<file path="src/rtl/sharpening_pkg.sv">
// Shared widths, types and saturation limits for the 3x3 sharpening convolution.
package sharpening_pkg;
  localparam int PIX_W  = 9;
  localparam int COEF_W = 8;
  localparam int OUT_W  = 17;
  localparam int K      = 3;
  localparam int PROD_W = PIX_W + 1 + COEF_W;
  localparam int ACC_W  = PROD_W + 4;

  typedef logic        [PIX_W-1:0]  pixel_t;
  typedef logic signed [COEF_W-1:0] coef_t;
  typedef logic signed [OUT_W-1:0]  result_t;
  typedef logic signed [PROD_W-1:0] prod_t;
  typedef logic signed [ACC_W-1:0]  acc_t;

  typedef pixel_t window_t [0:K-1][0:K-1];
  typedef coef_t  kernel_t [0:K-1][0:K-1];

  localparam result_t SAT_MAX = 17'sh0FFFF;
  localparam result_t SAT_MIN = 17'sh10000;
  localparam acc_t    ACC_MAX = 22'sd65535;
  localparam acc_t    ACC_MIN = -22'sd65536;
endpackage

</file>
<file path="src/rtl/sharpening_sat.sv">
// Combinational clipper: 22-bit signed sum down to the 17-bit output range, with clip flag.
module sharpening_sat
  import sharpening_pkg::*;
(
  input  acc_t    sum,
  output result_t res,
  output logic    sat
);
  always_comb begin
    res = sum[OUT_W-1:0];
    sat = 1'b0;
    if (sum > ACC_MAX) begin
      res = SAT_MAX;
      sat = 1'b1;
    end else if (sum < ACC_MIN) begin
      res = SAT_MIN;
      sat = 1'b1;
    end
  end
endmodule

</file>
<file path="src/rtl/sharpening.sv">
// 3x3 sharpening convolution: input register, product register, then adder tree and
// saturation into the output register. One result per clock.
module sharpening
  import sharpening_pkg::*;
(
  input  logic    clk,
  input  logic    rst,
  input  pixel_t  img [0:K-1][0:K-1],
  input  coef_t   fil [0:K-1][0:K-1],
  output result_t out,
  output logic    out_valid,
  output logic    out_sat
);
  window_t    img_q;
  kernel_t    fil_q;
  prod_t      prod_d [0:K-1][0:K-1];
  prod_t      prod_q [0:K-1][0:K-1];
  acc_t       sum;
  result_t    sat_res;
  logic       sat_flag;
  logic [2:0] valid_q;

  // Pixel gets a zero sign bit so -128 coefficients multiply exactly in 18 bits.
  always_comb begin
    for (int r = 0; r < K; r++)
      for (int c = 0; c < K; c++)
        prod_d[r][c] = prod_t'($signed({1'b0, img_q[r][c]})) * prod_t'(fil_q[r][c]);
  end

  always_comb begin
    sum = '0;
    for (int r = 0; r < K; r++)
      for (int c = 0; c < K; c++)
        sum = sum + acc_t'(prod_q[r][c]);
  end

  sharpening_sat u_sat (
    .sum (sum),
    .res (sat_res),
    .sat (sat_flag)
  );

  always_ff @(posedge clk) begin
    if (rst) begin
      for (int r = 0; r < K; r++)
        for (int c = 0; c < K; c++) begin
          img_q[r][c]  <= '0;
          fil_q[r][c]  <= '0;
          prod_q[r][c] <= '0;
        end
      out     <= '0;
      out_sat <= 1'b0;
      valid_q <= '0;
    end else begin
      img_q   <= img;
      fil_q   <= fil;
      prod_q  <= prod_d;
      out     <= sat_res;
      out_sat <= sat_flag;
      valid_q <= {valid_q[1:0], 1'b1};
    end
  end

  assign out_valid = valid_q[2];
endmodule

</file>
<file path="config.mk">
export PLATFORM = sky130hd
export DESIGN_NAME = sharpening
export DESIGN_NICKNAME = d
export VERILOG_FILES = /design/src/rtl/sharpening_pkg.sv /design/src/rtl/sharpening_sat.sv /design/src/rtl/sharpening.sv
export SDC_FILE = /design/constraint.sdc
export NUM_CORES = 2
export LEC_CHECK = 0
export CAP_MARGIN = 20
export CORE_MARGIN = 2
export CORE_UTILIZATION = 50
export CTS_BUF_LIST = sky130_fd_sc_hd__clkbuf_4
export DETAILED_ROUTE_END_ITERATION = 10
export PLACE_DENSITY = 0.78
export SETUP_SLACK_MARGIN = 0.3
export SYNTH_ARGS = -nofsm -noshare
export SYNTH_HDL_FRONTEND = slang
export SYNTH_SLANG_ARGS = --single-unit
export TNS_END_PERCENT = 100
</file>
<file path="constraint.sdc">
create_clock -name clk -period 6.7 [get_ports clk]
set_input_delay 1.005 -clock clk [delete_from_list [all_inputs] [get_ports clk]]
set_output_delay 1.005 -clock clk [all_outputs]
set_load 0.03 [all_outputs]
</file>
==> flow_summary_export.csv <==
group,metric,value,unit
critical_path,cpPeakStageDelay,0.59,ns
critical_path,worstPathArrival,6.26,ns
sta,period_minus_slack,5.467,ns
critical_path,cp.required,7.49,ns
clock_tree,clk_latency,0.87,ns
route,dr.pass1.iters,5,
sta,fin_crit_sh,81.60,%
sta,finalHoldViolCount,0,
synthesis,postSynthCellCount,3628,
min_path,holdCritPathClass,"reg -> reg",
placed_design,dp_hpwl,61.84,mm
power_and_ir_drop,ir_worst_vdd,619.4,uV
sta,final.setup_skew,0.08026,ns
power_and_ir_drop,power.leakage,19.09,nW
die,die_h,266.2,um
synthesis,synth-edff-count,0,
placed_design,placed_cells,4628,
global_route,antenna_found_initial,2,
power_and_ir_drop,power_switching,4.649,mW
sta,setup_violations,0,
die,io_pins,174,
clock_tree,cts_tree,"yes",
sta,drv_slew,0,
synthesis,synth-seq-cells,336,
clock_tree,cts_resized,0,
cells_and_area,fin_nets,4937,
route,avgViaCountPerCell,5.062,
synthesis,ys_types,58,
sta,worstMarginPinSlew,0.7905,ns
synthesis,yosys-top-cells-area,"fa_1, dfxtp_1, ha_1",
synthesis,syn_area,34370,um2
cells_and_area,postLayoutCellArea,38160,um2
critical_path,critPathSlowestCell,"a31oi_2",
global_route,grt_pass1_vias,26020,
cells_and_area,layout-drive-gt1-share,4.389,%
critical_path,cp_cell_sequence,"fa_1 -> fa_1 -> inv_1 -> fa_1 -> inv_1 -> fa_1 -> ha_1 -> fa_1 -> a211oi_2 -> o21ai_1 -> a21o_1 -> o21a_1 -> a221oi_1 -> o2111ai_1 -> a31oi_2 -> a21boi_1",
synthesis,synthFlopType,"dfxtp_1",
die,rows,96,
clock_tree,clk_pin_slew,0.06,ns
cells_and_area,fillers,5912,
critical_path,crit_start,"prod_q[109]",
route,num_vias,24190,
power_and_ir_drop,p_per_area,274.1,nW/um2
die,die_area,70860,um2
sta,rsz0062_at_grt,"false",
synthesis,synthArstFlopShare,0,%
critical_path,cpMostUsedCell,"fa_1",
placed_design,dpl_cell_area,37030,um2
global_route,grt_max_degree,112,
global_route,grt_usage,22.52,%
clock_tree,cts_sinks,336,
power_and_ir_drop,power_frac_seq,23.7,%
min_path,hp-start,"valid_q[1]",
clock_tree,holdBufCountCts,0,
power_and_ir_drop,combPwrFrac,58.4,%
cells_and_area,final-seq-area,6726,um2
power_and_ir_drop,swShare,44.45,%
route,wire_per_inst,15.77,um
cells_and_area,final_cells,4779,
power_and_ir_drop,intPower,5.810,mW
die,start_util,50.29,%
critical_path,start_kind,"register",
critical_path,critPathKind,"reg -> reg",
critical_path,r2r_start,"prod_q[109]",
global_route,grt_pass1_wl,127.4,mm
sta,fin_tns_setup,0,ns
cells_and_area,syn2layout_area_growth,11.02,%
synthesis,synth_top_area_share,30.05,%
synthesis,synth_most_common_cell,"inv_1",
sta,max_freq,0.1829,GHz
synthesis,synth_commonest_cells,"inv_1, fa_1, ha_1",
critical_path,end_kind,"register",
critical_path,worstPathMaxFanout,15,
synthesis,syn_avg_cell_area,9.474,um2
synthesis,synth_area_leader_cell,"fa_1",
sta,relSlewSlack,47.30,%
power_and_ir_drop,clkPwrFrac,17.9,%
outcome,status,"complete, no violations",
synthesis,ys_seq_area_share,19.57,%
clock_tree,post_cts_buffers,0,
cells_and_area,multi_input_area,24650,um2
placed_design,place.gp.congestion,0.9163,
job,drv_cap,0,
placed_design,buffer_ports.inserted,173,
clock_tree,clock_path_buffers,3,
route,drt_iter0_drc,1117,
clock_tree,cts_root_buffer,"clkbuf_4",
synthesis,syn_nets,4726,
die,coreArea,68350,um2
cells_and_area,final_core_util,55.83,%
clock_tree,cts_buffers,91,
global_route,grt_overflow_total,0,
route,antenna_left,0,
route,finalWirelength,75.38,mm
synthesis,synth_warnings,0,
route,drcViolationCount,0,
die,die_width,266.2,um
clock_tree,htree_num_levels,3,
==> cell usage in the layout (no fill, tap or decap), types with 9 or more instances in the layout <==
cell / Yosys / routed
inv_1: 736 / 736
fa_1: 516 / 516
ha_1: 427 / 427
and2_1: 347 / 347
dfxtp_1: 336 / 336
nand2_1: 264 / 264
nor2b_1: 221 / 221
clkdlybuf4s50_1: 0 / 172
nor2_1: 164 / 164
clkbuf_4: 0 / 116
nand2b_1: 72 / 72
a21oi_1: 66 / 66
o21ai_0: 51 / 51
nor3_1: 50 / 50
xor2_1: 49 / 49
xnor2_1: 47 / 47
a21o_1: 38 / 38
and3_1: 18 / 18
o21a_1: 17 / 17
a31oi_1: 16 / 16
clkinv_1: 0 / 16
or3_1: 15 / 15
nand3_1: 15 / 15
or2_2: 12 / 12
a21boi_0: 9 / 9
mux2_2: 9 / 9
==> final cells by class <==
| type | count | share of cell area [%] |
|---|---|---|
| antenna | 1 | 0.006558 |
| sequential | 336 | 17.63 |
| inverter | 736 | 7.240 |
| clock inverter | 34 | 0.6853 |
| tap | 882 | 2.892 |
| clock buffer | 116 | 2.282 |
| timing repair buffer | 177 | 4.662 |
| multi-input combinational | 2497 | 64.61 |
==> layer usage <==
metal	vias up	track usage (%)	share of wire (%)
met5	-	0	0
met4	0	9.915	4.1
met1	12010	28.03	42
li1	11530	-	-
met3	139	3.512	4.8
met2	511	38.67	49
==> cells by family (layout without fill, tap and decap cells) <==
| group | count (synthesis) | in the layout | share of synthesized area (%) |
|---|---|---|---|
| compound gates | 257 | 257 | 4.958 |
| xor+xnor | 96 | 96 | 2.446 |
| fa+ha+maj | 943 | 943 | 45.60 |
| buf+inv | 795 | 1063 | 8.707 |
| flops | 336 | 336 | 19.57 |
| mux | 14 | 14 | 0.4405 |
| other cells | 0 | 1 | 0 |
| simple gates | 1187 | 1187 | 18.28 |
==> registers in the layout (all words and copies together), names as in the netlist <==
signal / cells
fil_q: 72
out_sat: 1
prod_q: 162
img_q: 81
out: 17
valid_q: 3
==> power groups by stage <==
stage | Clock (mW) | Combinational, mW | Sequential, mW
after floorplan | 0 | 4.56 | 2.47
after global placement | 0 | 5.87 | 2.51
after detailed placement | 0 | 6.01 | 2.52
after CTS | 1.93 | 6.07 | 2.47
after global routing | 2.04 | 6.86 | 2.50
final | 1.87 | 6.11 | 2.48
==> final timing paths <==
path	end	slack, ns	cells after the start
setup / recovery	out[15]	1.23	16
hold / removal	valid_q[2]	0.45	1
setup reg to reg	out[15]	1.23	16
hold reg to reg	valid_q[2]	0.45	1
==> metrics by stage <==
| stage | setup WS, ns | power (mW) | hold WS, ns |
|---|---|---|---|
| after floorplan | 1.591 | 7.031 | 0.4138 |
| after global placement | 1.396 | 8.383 | 0.4234 |
| after detailed placement | 1.218 | 8.529 | 0.4296 |
| after CTS | 1.185 | 10.48 | 0.4537 |
| after global routing | 0.9425 | 11.39 | 0.4689 |
| final | 1.233 | 10.46 | 0.4466 |
==> critical path: cells and delay by family (launching register included) <==
family / cells / cell delay, ns
AOI/OAI and AO/OA: 8 / 2.35
adders and majority gates: 6 / 2.59
buffers and inverters: 2 / 0.15
DFF: 1 / 0.32
No activity file was read; power rests on OpenSTA's default activity.
